===== config.mk =====
export PLATFORM = sky130hd
export DESIGN_NAME = poci_readout_ctrl
export DESIGN_NICKNAME = d
export VERILOG_FILES = /design/src/rtl/poci_readout_ctrl.sv
export SDC_FILE = /design/constraint.sdc
export NUM_CORES = 1
export LEC_CHECK = 0
export ABC_AREA = 1
export CORE_ASPECT_RATIO = 0.5
export CORE_UTILIZATION = 42
export DETAILED_ROUTE_END_ITERATION = 8
export PLACE_DENSITY = 0.68
export SYNTH_ARGS = -nofsm -noshare
export SYNTH_HDL_FRONTEND = slang
export SYNTH_SLANG_ARGS = --single-unit

===== constraint.sdc =====
create_clock -name sclk -period 2.4 [get_ports sclk]
set_input_delay 0.48 -clock sclk [delete_from_list [all_inputs] [get_ports sclk]]
set_output_delay 0.48 -clock sclk [all_outputs]
set_load 0.02 [all_outputs]

===== src/rtl/poci_readout_ctrl.sv =====
`default_nettype none
// ============================================================================
// Module      : poci_readout_ctrl
// Description : Serial register readout controller. Shifts in an 8-bit
//               register address LSB first on pico, then streams the
//               selected register byte(s) out on poci LSB first, with
//               optional burst address auto-increment.
// Revision    : 1.0 - initial release
// ============================================================================
module poci_readout_ctrl #(
  parameter int NUM_REGS = 59,
  parameter int AUTO_INC = 1
) (
  input  logic       sclk,
  input  logic       rstn,
  input  logic       cs_n,
  input  logic       pico,
  input  logic [7:0] mux_data,
  output logic [7:0] mux_sel,
  output logic       poci,
  output logic       busy,
  output logic       byte_done,
  output logic       addr_err
);

  localparam logic [7:0] c_max_addr = 8'(NUM_REGS);

  typedef enum logic [1:0] {
    IDLE = 2'd0,
    ADDR = 2'd1,
    SEND = 2'd2
  } state_t;

  state_t     r_state,     w_state_nxt;
  logic [2:0] r_bit_cnt,   w_bit_cnt_nxt;
  logic [7:0] r_addr,      w_addr_nxt;
  logic       r_poci,      w_poci_nxt;
  logic       r_byte_done, w_byte_done_nxt;
  logic       r_addr_err,  w_addr_err_nxt;

  // Address as it will be once the final (MSB) address bit is captured.
  logic [7:0] w_addr_full;
  // Current address maps onto a real mux entry (0 is the reserved slot).
  logic       w_addr_in_range;
  // Current address holds real data; reserved 0 and invalid read as zero.
  logic       w_addr_readable;

  assign w_addr_full     = {pico, r_addr[6:0]};
  assign w_addr_in_range = (r_addr <= c_max_addr);
  assign w_addr_readable = w_addr_in_range && (r_addr != 8'd0);

  // State and datapath registers; reset forces the idle, all-zero condition.
  always_ff @(posedge sclk or negedge rstn) begin
    if (!rstn) begin
      r_state     <= IDLE;
      r_bit_cnt   <= 3'd0;
      r_addr      <= 8'd0;
      r_poci      <= 1'b0;
      r_byte_done <= 1'b0;
      r_addr_err  <= 1'b0;
    end else begin
      r_state     <= w_state_nxt;
      r_bit_cnt   <= w_bit_cnt_nxt;
      r_addr      <= w_addr_nxt;
      r_poci      <= w_poci_nxt;
      r_byte_done <= w_byte_done_nxt;
      r_addr_err  <= w_addr_err_nxt;
    end
  end

  // Next-state and datapath update; a high cs_n aborts from any state.
  always_comb begin
    w_state_nxt     = r_state;
    w_bit_cnt_nxt   = r_bit_cnt;
    w_addr_nxt      = r_addr;
    w_poci_nxt      = r_poci;
    w_byte_done_nxt = 1'b0;
    w_addr_err_nxt  = r_addr_err;

    if (cs_n) begin
      w_state_nxt    = IDLE;
      w_bit_cnt_nxt  = 3'd0;
      w_addr_nxt     = 8'd0;
      w_poci_nxt     = 1'b0;
      w_addr_err_nxt = 1'b0;
    end else begin
      case (r_state)
        IDLE: begin
          w_addr_nxt     = {7'd0, pico};
          w_bit_cnt_nxt  = 3'd1;
          w_poci_nxt     = 1'b0;
          w_addr_err_nxt = 1'b0;
          w_state_nxt    = ADDR;
        end
        ADDR: begin
          w_addr_nxt[r_bit_cnt] = pico;
          if (r_bit_cnt == 3'd7) begin
            w_bit_cnt_nxt  = 3'd0;
            w_state_nxt    = SEND;
            // Error is judged once, on the full address, and then held.
            w_addr_err_nxt = (w_addr_full > c_max_addr);
          end else begin
            w_bit_cnt_nxt = r_bit_cnt + 3'd1;
          end
        end
        SEND: begin
          w_poci_nxt    = w_addr_readable ? mux_data[r_bit_cnt] : 1'b0;
          w_bit_cnt_nxt = r_bit_cnt + 3'd1;
          if (r_bit_cnt == 3'd7) begin
            w_byte_done_nxt = 1'b1;
            if (AUTO_INC != 0) begin
              // Wrap past the top (or out of range) back to the first real register.
              w_addr_nxt = (r_addr >= c_max_addr) ? 8'd1 : (r_addr + 8'd1);
            end
          end
        end
        default: begin
          w_state_nxt = IDLE;
        end
      endcase
    end
  end

  // Mux select only ever carries a valid address, and only while sending.
  always_comb begin
    mux_sel = 8'd0;
    if ((r_state == SEND) && w_addr_in_range) begin
      mux_sel = r_addr;
    end
  end

  assign busy      = (r_state != IDLE);
  assign poci      = r_poci;
  assign byte_done = r_byte_done;
  assign addr_err  = r_addr_err;

endmodule
`default_nettype wire


# After elaboration in Yosys (flattened, before gate mapping)
# Cells that the tools add are included.
[word_totals]
register_bits = 16
out_inout_bits = 12
[op_classes]
n_addsub = 2
order_cmp = 5
n_eq_ne = 6
n_mux = 25
reduce_logical = 12
[ops]
columns = ["op", "n"]
rows = [
  ["$mux 8", 4],
  ["$pmux 8 s3", 1],
  ["$mux 1", 9],
  ["$pmux 3 s3", 1],
  ["$add 8x1->8 const B", 1],
  ["$bwmux 8", 1],
  ["$ge 8x6->1 const B", 1],
  ["$gt 8x6->1 const B", 1],
  ["$le 8x6->1 const B", 1],
  ["$reduce_bool 8->1", 1],
  ["$mux 3", 2],
  ["$ne 3x3->1 const B", 2],
  ["$pmux 2 s3", 1],
  ["$reduce_and 2->1", 3],
  ["$reduce_bool 3->1", 2],
  ["$lt 3x4->1 const B", 1],
  ["$mux 2", 2],
  ["$pmux 1 s2", 2],
  ["$reduce_bool 4->1", 1],
  ["$add 3x1->3 const B", 1],
  ["$bmux 1 s3", 1],
  ["$demux 1 s3", 1],
  ["$eq 3x3->1 const B", 1],
  ["$ge 3x1->1 const B", 1],
  ["other kinds (6)", 8],
]

# Logic depth before layout (Yosys ltp)
[depth]
ltp_word = 7
mapped_depth = 9

# Least setup slack after synthesis
# No wires, ideal clock.
[synth_path]
path_type = "reg-to-output"
startpoint = "reg r_state[0]"
endpoint = "out mux_sel[0]"
arrival_time_ns = 1.336
required_time_ns = 1.920
slack_ns = 0.584
stages_incl_launch_ff = 7
n_path_buf = 0
cell_sequence = "dfrtp_1 > inv_1 > ha_1 > inv_2 > nor2_8 > o21ai_4 > nor2_1"
[synth_via]
elab_chain_cells = 3
[synth_lines]
columns = ["item", "line_no", "rtl"]
rows = [
  ["from (decl)", "34", "state_t r_state, w_state_nxt;"],
  ["from (signal assigned)", "62", "r_state <= w_state_nxt;"],
  ["$eq 2x2->1", "127", "if ((r_state == SEND) && w_addr_in_range) begin"],
  ["$logic_and 1x1->1", "127", ""],
  ["$mux 8", "127", ""],
  ["to (decl)", "19", "output logic [7:0] mux_sel,"],
]
# No other way between the ends.

# Worst setup path in the final report
[layout_path]
startpoint = "reg r_state[0]"
endpoint = "out mux_sel[3]"
# Same word-level chain as after synthesis.

==> impl_summary.log <==
INFO  metric run_status = finished, final reports clean
INFO  metric timing.critical_path.arrival = 1.76 ns
INFO  metric max_slew.worst_pin.slew = about 0.73 ns
INFO  metric postSynthCellCount = slightly above 200
INFO  metric number_of_cts_inserted_buffers = 3
INFO  metric cp-end-kind = output port
INFO  metric worstPathMaxFanout = 6
INFO  metric period_share = between 90% and 100%
INFO  metric grt_first_pass_wirelength = ~5700 um
INFO  metric postCtsSetupBuffers = 0
INFO  metric place_congestion = 0.831
INFO  metric initial_core_util = ~45%
INFO  metric post_synth_fa_ha_maj_area_fraction = ~7.4%
INFO  metric dpl-instance-area = approximately 1600 um2
INFO  metric power.density = 433 nW/um2
INFO  metric global_routing_usage_summed_across_all_routing_layers = between 20 and 25%
INFO  metric hp-class = register to register
INFO  metric drt_pre_antenna_iters = 4
INFO  metric drcViolationCount = 0
INFO  metric floorplan.die_area = between 3000 and 4000 um2
INFO  metric antenna_cells_inserted = 0
INFO  metric finalSetupViolations = 0
INFO  metric detailedPlacementHpwl = 2600 um
INFO  metric ir_drop = between 0.0003 and 0.0004 V
INFO  metric syn_area = around 1300 um2
INFO  metric sequential_fraction_of_the_synthesis_area = approximately 30%
INFO  metric post_synth_mux_area_share = 0%
INFO  metric synth_seq_cells = 16
INFO  metric worst_hold_path.num_cells = 2
INFO  metric route.vias.total = approximately 1400
INFO  metric maxClockFrequency = roughly 450 MHz
INFO  metric synthSimpleGateAreaFrac = between 40 and 50%
INFO  metric synthesis.area_per_instance = approximately 6.5 um2
INFO  metric grt-ovfl-total = 0
INFO  metric antenna_violations_before_repair = 0
INFO  metric final_area = between 1500 and 2000 um2
INFO  metric maximum_number_of_pins_on_one_net_before_global_route_repair = 17
INFO  metric fp-row-count = 14
INFO  metric clock-root-buffer = clkbuf_8
INFO  metric rr_worst_depth = 7
INFO  metric clk_latency = between 0.2 and 0.3 ns
INFO  metric synth-warning-count = 0
INFO  metric number_of_buffers_between_clock_root_and_the_deepest_sink = 2
INFO  metric antenna_violating_nets_left = 0
INFO  metric leakage_power = 0.000802 uW
INFO  metric post-layout-total-power = 697 uW
INFO  metric post_route_cells_drive_above_1_share = about a tenth
INFO  metric reg_clk_slew_reported_paths = around 0.060 ns
INFO  metric cts_num_sinks = 16
INFO  metric final_net_count = about 250
INFO  metric drv_slew = 0
INFO  metric timing.critical_path.from_type = register
INFO  metric drv_cap = 0
INFO  metric grt_setup_unrepaired = false
INFO  metric first_global_vias = ~1200
INFO  metric synth_cell_type_count = 26
INFO  metric detail_route.iter0.violations = between 100 and 150
INFO  metric area.growth.synth_to_final = 19.5%
INFO  metric dominant_combinational_cell_family_by_area_after_synthesis = simple AND/OR/NAND/NOR gates
INFO  metric placeableCoreArea = between 3000 and 4000 um2
INFO  metric finClkSkew = between 0.002 and 0.003 ns
INFO  metric chipHeight = around 42 um
INFO  metric synth-compound-area-share = under 10%
INFO  metric ioPinCount = 24
INFO  metric timing.setup.tns = 0 ns
INFO  metric clock_tree.htree_level_count = 1
INFO  metric period_needed = 2.24 ns
INFO  metric wl_per_cell = 12.8 um
INFO  metric synth_xor_area_share = 0.649%
INFO  metric worst_relative_slew_slack = approximately half
INFO  metric timing_worst_setup_path_type = register to output port
INFO  metric route.detailed.vias_per_inst = around 5.3
INFO  metric number_of_hold_violations_in_the_final_report = 0
INFO  metric die_w = around 82 um
INFO  metric critical_path_required = between 1.5 and 2 ns
INFO  metric port_buffers = 21
INFO  metric tritoncts = done
INFO  metric postRouteWirelength = around 3400 um
flip-flops by register name (all words and copies together) (netlist names):
signal     flops
addr_err       1
r_addr         8
poci           1
r_state        2
byte_done      1
r_bit_cnt      3
worst paths after layout:
check	slack, ns	from	to
setup / recovery	0.16	r_state[0]	mux_sel[3]
hold / removal	0.53	addr_err	addr_err
setup reg to reg	0.60	r_bit_cnt[0]	r_addr[6]
hold reg to reg	0.53	addr_err	addr_err
max in group asynchronous	1.28	rstn	r_bit_cnt[1]
min in group asynchronous	0.66	rstn	r_addr[1]
cell usage after synthesis, drive strengths merged:
library cell | instances | share of area (%)
buf | 7 | 3.2
xor2 | 1 | 0.65
conb | 1 | 0.28
nor3 | 1 | 0.37
nand3 | 22 | 8.9
ha | 8 | 7.4
o2111ai | 1 | 0.65
inv | 27 | 7.5
nor2 | 24 | 8.4
a21oi | 2 | 0.74
dfrtp | 16 | 30
nand2 | 63 | 18
o211ai | 1 | 0.56
clkinv | 1 | 0.28
o21ai | 18 | 7.5
nand4 | 11 | 5.1
nand3b | 1 | 0.56
o22ai | 1 | 0.46
final cells by class:
type	instances	area, um2
well taps	40	50.0
inverters	28	105
flip-flops and latches	16	400
fillers	331	1420
repair buffers	22	210
multi-input cells	156	805
clock buffers	3	41.3
cells by family after synthesis:
group / after synthesis
xor+xnor: 1
other cells: 1
fa+ha+maj: 8
simple gates: 122
buf+inv: 35
compound gates: 23
flops: 16
cells in the final DEF (no fill, tap or decap):
cell and instances:
nand2_1 62, nor2_1 20, nand3_1 20, inv_1 16, o21ai_1 16, dfrtp_1 16, clkdlybuf4s50_1 15, inv_2 11
nand4_1 11, ha_1 8, dlygate4sd2_1 6, nor2_2 3, clkbuf_8 3, nand3_2 2, a21oi_1 2, conb_1 2
nor2_8 1, o21ai_4 1, clkinv_1 1, nor3_1 1, o211ai_1 1, nand2_2 1, o22ai_1 1, o21ai_0 1
xor2_1 1, o2111ai_1 1, nand3b_1 1, buf_4 1
worst max-delay path, cell delays in order, from the launching register on:
cell and delay [ns]:
dfrtp_1 0.38, inv_1 0.12, ha_1 0.21, inv_2 0.11, nor2_8 0.16, o21ai_4 0.11
nor2_1 0.10, dlygate4sd2_1 0.34
metrics by stage:
step                      setup WS (ns)  util (%)  instances  hold slack, ns
after floorplan                   0.584         -        207           0.184
after global placement            0.220      52.1        262           0.522
after detailed placement          0.160      52.1        262           0.523
after CTS                         0.158      53.2        265           0.532
after global routing             0.0283      53.2        265           0.563
final                             0.159      53.2        265           0.533
layer usage:
metal  global-route usage (%)  vias up  part of all wire, %
li1                         -      703                    -
met1                     33.2      648                   49
met2                     33.9       40                   44
met3                     4.57        2                  6.5
met4                     3.86        0                 0.50
met5                        0        -                    0
repair_timing:
| item | 4_1_cts | 5_1_grt |
|---|---|---|
| setup endpoints to repair | 6 | 0 |
| hold buffers | 0 | 0 |
| gates resized for setup | 6 | 0 |
power breakdown:
part | total (uW) | internal (uW) | switching, uW
sequential | 306 | 281 | 24.8
clock | 203 | 111 | 91.7
combinational | 188 | 67.2 | 121
total | 697 | 459 | 238
Power figures use the tool's default switching activity.
==> variant: new RTL, same settings <==
Take the reset off `r_addr` and load it in a clocked block of its own.
--- a/src/rtl/poci_readout_ctrl.sv
+++ b/src/rtl/poci_readout_ctrl.sv
@@ -56,3 +56,2 @@
       r_bit_cnt   <= 3'd0;
-      r_addr      <= 8'd0;
       r_poci      <= 1'b0;
@@ -63,3 +62,2 @@
       r_bit_cnt   <= w_bit_cnt_nxt;
-      r_addr      <= w_addr_nxt;
       r_poci      <= w_poci_nxt;
@@ -68,2 +66,6 @@
     end
+  end
+
+  always_ff @(posedge sclk) begin
+    r_addr <= w_addr_nxt;
   end
Formal check against the unedited RTL: same outputs for any inputs over 10 cycles, from zero or initial values and one cycle with rstn low; that may be too few to reach the edited logic, so the function may still have changed.
==> variant against the unedited design <==
Synthesized area decreased by 8.9%. Clock power is 5% higher. Power grew 14%. Maximum frequency shrank 1.0%. Design area decreased by 4.3%. Sequential cell count is the same. Routed wire length fell by 1.4%. Final cell count shrank 6.8%. Largest power group unchanged. Setup slack worse by 23 ps. Critical path depth is 2 lower. Critical path type unchanged. Core utilization rose by 4.3 points.
==> variant: results <==
group,metric,value,unit
route,drt_iter0_markers,109,
yosys,ys_seq_area_share,29.3,%
finish,buffers,24,
yosys,synth.distinct_cells,27,
finish,multi_input_area,768,µm²
finish,inv_count,22,
worst_setup_path,critPathMaxFanout,5,
worst_setup_path,max_stage_delay,590,ps
placed_design,dpl_cell_area,1490,µm²
placed_design,hpwlAfterDp,2630,µm
global_route,grt_max_degree,10,
global_route,use_met2,36.6,%
outcome,outcome,"finished, final reports clean",
finish,clkCellAreaFrac,2.92,%
finish,nClkBuffers,4,
floorplan,die_x,78.5,µm
route,dr_total_vias,1360,
route,routed_wl,3350,µm
route,drt_first_pass_iters,5,
power,power_switching,0.296,mW
power,p_leak,0.723,nW
global_route,grtUsageMet3,5.45,%
yosys,ys_async_sr_fraction,50.0,%
yosys,synth_commonest_cells,"nand2_1 (47), nand3_1 (24), inv_1 (20)",
placed_design,preCtsSetupSlack,171,ps
finish,bufAreaShareNonClock,15.2,%
worst_setup_path,cp_data_arrival_time,1780,ps
finish,seq-cell-share,23.4,%
finish,seq_area,360,µm²
yosys,synthCells,185,
global_route,use_met1,32.0,%
placed_design,finalWeightedCongestion,0.868,
finish,drive_gt1_share,9.05,%
power,ir_drop,0.353,mV
global_route,grt_pass1_wl,5250,µm
global_route,grt_pass1_vias,1128,
finish,n_fill_cell,257,
yosys,synth_most_common_cell,"nand2_1",
yosys,synthFlopType,"dfxtp_1",
placed_design,post-place-cells,243,
finish,fin_nets,231,
global_route,grt_usage,23.0,%
variant: changes by cell type after synthesis, moves of 8 or more:
cell	delta
dfrtp_1	-8
inv_2	-10
dfxtp_1	+8
o21ai_1	-16
nand2_1	-15
o21ai_0	+11
a21oi_1	+8
nand4_1	-9
variant: power groups by stage:
stage	clock [mW]	sequential [mW]	combinational, mW
6_report	0.213	0.299	0.281
3_3_place_gp	0	0.303	0.273
3_5_place_dp	0	0.304	0.277
5_1_grt	0.230	0.301	0.311
4_1_cts	0.220	0.298	0.278
2_1_floorplan	0	0.303	0.187
variant: routing by layer:
layer / vias to the layer above / wire length, µm / share of wire, %
li1: 662 / - / -
met1: 652 / 1640 / 49
met2: 42 / 1500 / 45
met3: 4 / 196 / 5.9
met4: 0 / 8 / 0.24
met5: - / 0 / 0
variant: final timing paths:
path	start	endpoint	slack, ps	cells after the start
setup / recovery	r_state[0]$_DFFE_PN0P_	mux_sel[2]	140	5
hold / removal	rstn	addr_err$_DFFE_PN0P_	510	1
hold reg to reg	r_addr[7]$_SDFFE_PP0P_	r_addr[7]$_SDFFE_PP0P_	520	2
max in group asynchronous	rstn	r_bit_cnt[2]$_DFFE_PN0P_	1620	1
min in group sclk	r_addr[7]$_SDFFE_PP0P_	r_addr[7]$_SDFFE_PP0P_	520	2
setup reg to reg	r_state[1]$_DFFE_PN0P_	r_addr[7]$_SDFFE_PP0P_	590	10
variant: kinds of logic (layout without fill, tap and decap cells):
group                      count (synthesis)  in the layout  share of synthesized area (%)
and+or+nand+nor                           99             99                           35.9
AOI/OAI and AO/OA                         35             35                           17.2
buffers and inverters                     26             50                           9.06
DFF                                       16             16                           29.3
adders and majority gates                  8              8                           8.15
other                                      1              2                          0.305
variant: timing repair:
item,CTS,global route
buffers inserted,0,0
endpoints found under the setup margin,5,2
resized for setup,5,2
